[src/rtl/quad_enc_if.sv]
// Bundles the quadrature pins, counter controls and counter outputs.
// The master drives pins and controls; the slave is the counter.
interface quad_enc_if #(
  parameter int CNT_W = 8
);
  logic             a;
  logic             b;
  logic             clr;
  logic             load;
  logic [CNT_W-1:0] load_val;
  logic             err_clr;
  logic [CNT_W-1:0] cnt;
  logic             dir;
  logic             step;
  logic             err;
  logic             err_flag;

  modport master (
    output a, b, clr, load, load_val, err_clr,
    input  cnt, dir, step, err, err_flag
  );

  modport slave (
    input  a, b, clr, load, load_val, err_clr,
    output cnt, dir, step, err, err_flag
  );
endinterface

[src/rtl/quad_enc_counter.sv]
// Quadrature encoder counter: synchroniser, glitch filter, x1/x2/x4 decode,
// wrap/saturate, clear/load and illegal-transition detection.
//
// state      | meaning
// ST_ARMING  | filters track the pins directly, no decoding
// ST_RUN     | filtered A/B decoded every cycle
module quad_enc_counter #(
  parameter int CNT_W       = 8,
  parameter int SYNC_STAGES = 2,
  parameter int FILT_LEN    = 3,
  parameter int MODE        = 4,
  parameter int SATURATE    = 0
) (
  input logic        clk,
  input logic        rst_n,
  quad_enc_if.slave  bus
);

  localparam int ARM_CYC = SYNC_STAGES + FILT_LEN;
  localparam int ARM_W   = $clog2(ARM_CYC + 1);
  localparam logic [CNT_W-1:0] CNT_MAX = '1;
  localparam logic [3:0]       FILT_TC = 4'(FILT_LEN - 1);

  typedef enum logic {ST_ARMING, ST_RUN} state_t;

  state_t                 state;
  logic [ARM_W-1:0]       arm_cnt;
  logic [SYNC_STAGES-1:0] sync_a;
  logic [SYNC_STAGES-1:0] sync_b;
  logic                   sa;
  logic                   sb;
  logic                   filt_a;
  logic                   filt_b;
  logic [3:0]             fcnt_a;
  logic [3:0]             fcnt_b;
  logic [1:0]             prev_ab;
  logic [1:0]             cur_ab;
  logic                   fwd;
  logic                   bwd;
  logic                   ill;
  logic                   qual;
  logic                   count_ev;
  logic [CNT_W-1:0]       cnt_inc;
  logic [CNT_W-1:0]       cnt_dec;
  logic [CNT_W-1:0]       cnt_q;
  logic                   dir_q;
  logic                   step_q;
  logic                   err_q;
  logic                   err_flag_q;

  assign sa = sync_a[SYNC_STAGES-1];
  assign sb = sync_b[SYNC_STAGES-1];

  assign bus.cnt      = cnt_q;
  assign bus.dir      = dir_q;
  assign bus.step     = step_q;
  assign bus.err      = err_q;
  assign bus.err_flag = err_flag_q;

  always_comb begin
    cur_ab = {filt_a, filt_b};
    fwd    = 1'b0;
    bwd    = 1'b0;
    case ({prev_ab, cur_ab})
      4'b00_10, 4'b10_11, 4'b11_01, 4'b01_00: fwd = 1'b1;
      4'b10_00, 4'b11_10, 4'b01_11, 4'b00_01: bwd = 1'b1;
      default: ;
    endcase
    ill = (cur_ab == ~prev_ab);
    case (MODE)
      4:       qual = 1'b1;
      2:       qual = prev_ab[1] ^ cur_ab[1];
      default: qual = (prev_ab == 2'b01 && cur_ab == 2'b00) ||
                      (prev_ab == 2'b00 && cur_ab == 2'b01);
    endcase
    count_ev = (state == ST_RUN) && (fwd || bwd) && qual;
    cnt_inc  = (SATURATE != 0 && cnt_q == CNT_MAX) ? cnt_q : cnt_q + 1'b1;
    cnt_dec  = (SATURATE != 0 && cnt_q == '0)      ? cnt_q : cnt_q - 1'b1;
  end

  always_ff @(posedge clk) begin
    if (!rst_n) begin
      state      <= ST_ARMING;
      arm_cnt    <= ARM_W'(ARM_CYC - 1);
      sync_a     <= '0;
      sync_b     <= '0;
      filt_a     <= 1'b0;
      filt_b     <= 1'b0;
      fcnt_a     <= '0;
      fcnt_b     <= '0;
      prev_ab    <= '0;
      cnt_q      <= '0;
      dir_q      <= 1'b0;
      step_q     <= 1'b0;
      err_q      <= 1'b0;
      err_flag_q <= 1'b0;
    end else begin
      sync_a <= {sync_a[SYNC_STAGES-2:0], bus.a};
      sync_b <= {sync_b[SYNC_STAGES-2:0], bus.b};
      step_q <= 1'b0;
      err_q  <= 1'b0;
      // A new error below overrides this clear in the same cycle
      if (bus.err_clr) err_flag_q <= 1'b0;

      case (state)
        ST_ARMING: begin
          filt_a  <= sa;
          filt_b  <= sb;
          fcnt_a  <= '0;
          fcnt_b  <= '0;
          prev_ab <= {sa, sb};
          if (arm_cnt == '0) state <= ST_RUN;
          else               arm_cnt <= arm_cnt - 1'b1;
        end
        ST_RUN: begin
          if (sa == filt_a)          fcnt_a <= '0;
          else if (fcnt_a == FILT_TC) begin
            filt_a <= sa;
            fcnt_a <= '0;
          end else                   fcnt_a <= fcnt_a + 1'b1;

          if (sb == filt_b)          fcnt_b <= '0;
          else if (fcnt_b == FILT_TC) begin
            filt_b <= sb;
            fcnt_b <= '0;
          end else                   fcnt_b <= fcnt_b + 1'b1;

          prev_ab <= cur_ab;
          if (ill) begin
            err_q      <= 1'b1;
            err_flag_q <= 1'b1;
          end else if (fwd || bwd) begin
            dir_q <= fwd;
            if (qual) step_q <= 1'b1;
          end
        end
        default: state <= ST_ARMING;
      endcase

      if (bus.clr)       cnt_q <= '0;
      else if (bus.load) cnt_q <= bus.load_val;
      else if (count_ev) cnt_q <= fwd ? cnt_inc : cnt_dec;
    end
  end

endmodule
[src/flat_wrapper.sv]
// flat-port wrapper written by rule: the top's interface ports become plain ports
module quad_enc_counter_flat 
#(
  parameter int CNT_W       = 8,
  parameter int SYNC_STAGES = 2,
  parameter int FILT_LEN    = 3,
  parameter int MODE        = 4,
  parameter int SATURATE    = 0
)
  (clk, rst_n, bus_a, bus_b, bus_clr, bus_load, bus_load_val, bus_err_clr, bus_cnt, bus_dir, bus_step, bus_err, bus_err_flag);
  quad_enc_if #(.CNT_W(CNT_W)) bus_i ();
  input logic clk;
  input logic rst_n;
  input wire logic [$bits(bus_i.a)-1:0] bus_a;
  input wire logic [$bits(bus_i.b)-1:0] bus_b;
  input wire logic [$bits(bus_i.clr)-1:0] bus_clr;
  input wire logic [$bits(bus_i.load)-1:0] bus_load;
  input wire logic [$bits(bus_i.load_val)-1:0] bus_load_val;
  input wire logic [$bits(bus_i.err_clr)-1:0] bus_err_clr;
  output wire logic [$bits(bus_i.cnt)-1:0] bus_cnt;
  output wire logic [$bits(bus_i.dir)-1:0] bus_dir;
  output wire logic [$bits(bus_i.step)-1:0] bus_step;
  output wire logic [$bits(bus_i.err)-1:0] bus_err;
  output wire logic [$bits(bus_i.err_flag)-1:0] bus_err_flag;
  assign bus_i.a = bus_a;
  assign bus_i.b = bus_b;
  assign bus_i.clr = bus_clr;
  assign bus_i.load = bus_load;
  assign bus_i.load_val = bus_load_val;
  assign bus_i.err_clr = bus_err_clr;
  assign bus_cnt = bus_i.cnt;
  assign bus_dir = bus_i.dir;
  assign bus_step = bus_i.step;
  assign bus_err = bus_i.err;
  assign bus_err_flag = bus_i.err_flag;
  quad_enc_counter #(.CNT_W(CNT_W), .SYNC_STAGES(SYNC_STAGES), .FILT_LEN(FILT_LEN), .MODE(MODE), .SATURATE(SATURATE)) u_core (.clk(clk), .rst_n(rst_n), .bus(bus_i));
endmodule
[config.mk]
export PLATFORM = sky130hd
export DESIGN_NAME = quad_enc_counter_flat
export DESIGN_NICKNAME = d
export VERILOG_FILES = /design/src/rtl/quad_enc_if.sv /design/src/rtl/quad_enc_counter.sv /design/src/flat_wrapper.sv
export SDC_FILE = /design/constraint.sdc
export NUM_CORES = 1
export LEC_CHECK = 0
export BUFFER_PORTS_ARGS = -buffer_cell sky130_fd_sc_hd__buf_2
export CAP_MARGIN = 15
export CORE_MARGIN = 2
export CORE_UTILIZATION = 28
export CTS_CLUSTER_DIAMETER = 60
export CTS_CLUSTER_SIZE = 14
export DETAILED_ROUTE_END_ITERATION = 8
export GPL_ROUTABILITY_DRIVEN = 0
export GPL_TIMING_DRIVEN = 0
export PLACE_DENSITY = 0.48
export SLEW_MARGIN = 10
export SYNTH_ARGS = -nofsm -noshare
export SYNTH_HDL_FRONTEND = slang
export SYNTH_SLANG_ARGS = --single-unit
[constraint.sdc]
create_clock -name clk -period 3.3 [get_ports clk]
set_clock_uncertainty 0.1 [all_clocks]
set_input_delay 0.165 -clock clk [delete_from_list [all_inputs] [get_ports clk]]
set_output_delay 0.165 -clock clk [all_outputs]
set_load 0.05 [all_outputs]
==> key figures <==
Worst setup path
  • Worst Reg2Reg Path Length in Cells: 10
  • Worst-case register-to-register setup slack: about 440 ps
  • Dominant delay contributor by cell family on the critical path: simple AND/OR/NAND/NOR gates
  • Category of the worst setup path launch point: flop
  • Critical Path Sink Type: flop
  • Count of buffer and inverter cells on the critical path: 2
  • Launch instance of the worst register-to-register path: u_core.filt_b$_SDFFE_PN0P_
  • Cell type of the slowest stage on the worst timing path: sky130_fd_sc_hd__or4_1
  • Critical path launch point: u_core.filt_b$_SDFFE_PN0P_
  • Critical path required time: 3420 ps
  • Critical path cell sequence: buf_2 -> xor2_1 -> nor2_1 -> inv_1 -> ha_1 -> nor2b_4 -> o31a_1 -> or4_1 -> a31o_1 -> a21oi_1
  • Biggest cell delay along the critical path: about 410 ps
  • Type of the setup path with the least slack: reg2reg
  • Critical path arrival: 2980 ps
  • Crit Path Max Fanout: 6
  • Worst flop-to-flop path endpoint: u_core.bus.cnt[6]$_SDFFE_PP0P_

Global route
  • Overflow left after global routing: 0
  • Total Routing Usage GR: 11.2%
  • Vias in the first global route: around 1200
  • First-pass GRT wire length: 5.47 mm
  • Maximum number of pins on one net before global-route repair: 12
  • Antenna violations before repair: 0

Clock network
  • Count of buffers added by post-CTS timing repair for setup: 0
  • Root Driver: sky130_fd_sc_hd__clkbuf_8
  • Number of buffers created by CTS: 5
  • Maximum buffer depth of the clock tree: 2
  • Worst skew pair latency: approximately 290 ps
  • Clk slew on worst S/H paths: 70 ps
  • CTS sink cnt: 32
  • TritonCTS clock tree: yes
  • CTS H-tree depth: 2
  • Post-CTS resize count: 0
  • Number of hold buffers added after CTS: 3

Routing
  • DRT Pass-1 Iters: 4
  • First-iteration detailed-routing DRC count: 57
  • Number of remaining DRC errors: 0
  • Via density: around 4.4
  • Via total after detailed routing: 1251
  • Routed length per instance: 11.4 um
  • Detail Route Antenna Nets: 0
  • Total wire length after detailed routing: approximately 3.2 mm

Floorplanning
  • Initial standard-cell utilization of the core: about 29%
  • Number of I/O pins: 27
  • Placement row count: 27
  • DIE AREA: ~6400 um2
  • Core box area: 5540 um2
  • Die extent in y: ~80 um
  • Die boundary width: between 70 and 80 um

Logic synthesis
  • Post-synthesis average cell area: slightly above 9 um2
  • Flip-flop and latch count after synthesis: 32
  • Syn nets: a little over 200
  • Main area contributors after synthesis: sky130_fd_sc_hd__dfxtp_1, sky130_fd_sc_hd__ha_1, sky130_fd_sc_hd__nor2_1
  • Cell variety after synth: 40
  • Portion of synthesized cell area occupied by the leading cell type: roughly two fifths
  • Area leader, netlist: sky130_fd_sc_hd__dfxtp_1
  • Post-Syn Area: approximately 1600 um2
  • Count of synthesis-stage warnings from yosys: 0
  • Share of synthesized area occupied by flip-flops and latches: 39.7%
  • Share of synthesized registers carrying an async set or reset: 0%
  • EDFF count, synth: 0
  • Post-synth top flop: sky130_fd_sc_hd__dfxtp_1
  • Number of cells produced by synthesis: 174

STA
  • Worst Max-Slew Pin Slew: slightly below 600 ps
  • Fmax: 0.349 GHz
  • Setup repair after global routing missed its margin: false
  • Sum of negative setup slack: 0 ps
  • Min Tclk post-route: 2860 ps
  • Number of max-slew violations in the final report: 0
  • Number of setup violations in the final report: 0
  • Rel. slew slack: about three fifths
  • Fraction of the cycle the final worst path needs: around 87%
  • Final hold violation count: 0

Worst hold path
  • Worst Hold Depth: 3
  • End point of the most critical hold path: u_core.bus.cnt[1]$_SDFFE_PP0P_
  • Hold path start: bus_load_val[1]
  • Kind of path behind the tightest hold check: in2reg

Power and ir drop
  • Power density over the cells: roughly 540 nW/um2
  • Sequential Power Share: just over 40%
  • Part of the total power dissipated in combinational logic: between 20% and 30%
  • Power spent charging and discharging nets: 0.000316 W
  • Worst supply voltage drop on vdd: between 0.0002 and 0.00025 V
  • Share of power burned in the clock network: 35.5%
  • Sw Share: between 20 and 30%
  • Cell-internal power: between 0.0007 and 0.0008 W
  • Leakage: 0.894 nW

Final layout
  • Number of antenna diodes: 0
  • Most common cell after layout, fill and taps aside: sky130_fd_sc_hd__dfxtp_1
  • Fraction of final layout cells with drive strength greater than 1: a little over a fifth
  • Commonest cells after routing, fill and taps aside: sky130_fd_sc_hd__dfxtp_1, sky130_fd_sc_hd__buf_2, sky130_fd_sc_hd__nor2_1
  • Number of nets at the end of the flow: between 200 and 250
  • P&R area growth vs syn: 22.4%
  • Utilization after layout: between 30% and 40%
  • # fillers: roughly 600

Placed design
  • Port buffer count: 26
  • Detailed-placement wirelength estimate: about 2.3 mm

Outcome
  • Outcome: complete, no violations

Flow run
  • Maxcap violations: 0
==> cells by family after synthesis <==
kind of cell / Yosys count / synth area share, %
and+or+nand+nor: 50 / 15.1
AOI/OAI and AO/OA: 36 / 13.5
xor gates and xnor gates: 18 / 11.2
DFF: 32 / 39.7
adders and majority gates: 13 / 10.6
buffers and inverters: 17 / 4.73
muxes: 8 / 5.28
==> Yosys cell counts, drive strengths merged, types with 2 or more instances <==
library cell / count
dfxtp: 32
nor2: 23
a21oi: 13
ha: 12
inv: 10
o21ai: 10
xnor2: 10
nand2: 8
xor2: 8
mux2i: 7
and2: 5
nand3: 5
buf: 4
nand4: 3
a211oi: 2
clkbuf: 2
nand2b: 2
o211ai: 2
o31ai: 2
==> stage by stage <==
| step | instances | setup WS [ps] | cell area, um2 | power [W] | hold slack [ps] |
|---|---|---|---|---|---|
| after floorplan | 174 | 741 | 1610 | 0.000643 | 161 |
| after global placement | 272 | 428 | 1830 | 0.000696 | 253 |
| after detailed placement | 272 | 427 | 1830 | 0.000696 | 256 |
| after CTS | 283 | 406 | 1970 | 0.00108 | 29.4 |
| after global routing | 283 | 238 | 1970 | 0.00114 | 40.9 |
| final | 283 | 436 | 1970 | 0.00107 | 33.2 |
==> worst min-delay path, stage by stage <==
cell and delay, ps:
sky130_fd_sc_hd__buf_2 90, sky130_fd_sc_hd__nand3_1 80, sky130_fd_sc_hd__o31ai_2 60
==> power groups by stage <==
stage          sequential (W)  clock, W  combinational, W
6_report             0.000434  0.000378          0.000254
5_1_grt              0.000438  0.000403          0.000299
4_1_cts              0.000434  0.000387          0.000258
3_5_place_dp         0.000443         0          0.000253
3_3_place_gp         0.000443         0          0.000253
2_1_floorplan        0.000458         0          0.000184
==> routing by layer <==
layer	part of all wire, %	vias up	track usage [%]
met4	2.3	0	5.59
met5	0	-	0
li1	-	665	-
met3	4.9	7	3.05
met2	43	23	17.8
met1	50	556	14.0
==> flip-flops by register name, summed over array words and instances (netlist names) <==
name and count:
u_core.bus.dir 1, u_core.bus.step 1, u_core.filt_b 1, u_core.state 1, u_core.filt_a 1, u_core.arm_cnt 3
u_core.prev_ab 2, u_core.fcnt_a 4, u_core.fcnt_b 4, u_core.bus.cnt 8, u_core.sync_a 2, u_core.sync_b 2
u_core.bus.err_flag 1, u_core.bus.err 1
==> layout make-up <==
class                           count  area (um2)  area share, %
Multi-Input combinational cell    125         896           45.4
Sequential cell                    32         641           32.4
Timing Repair Buffer               29         160           8.11
Tap cell                           72        90.1           4.56
Clock buffer                        5        68.8           3.49
Clock inverter                      3        42.5           2.15
Inverter                           11        41.3           2.09
Buffer                              6        35.0           1.77
==> how the worst max path moves through the flow <==
stage                                      to  cells after the start  slack (ps)
4_1_cts        u_core.bus.cnt[6]$_SDFFE_PP0P_                     10         410
3_5_place_dp   u_core.bus.cnt[6]$_SDFFE_PP0P_                     10         430
3_3_place_gp   u_core.bus.cnt[6]$_SDFFE_PP0P_                     10         430
5_1_grt        u_core.bus.cnt[6]$_SDFFE_PP0P_                     10         240
6_report       u_core.bus.cnt[6]$_SDFFE_PP0P_                     10         440
2_1_floorplan  u_core.bus.cnt[6]$_SDFFE_PP0P_                     10         740
(Power assumes the default switching activity.)
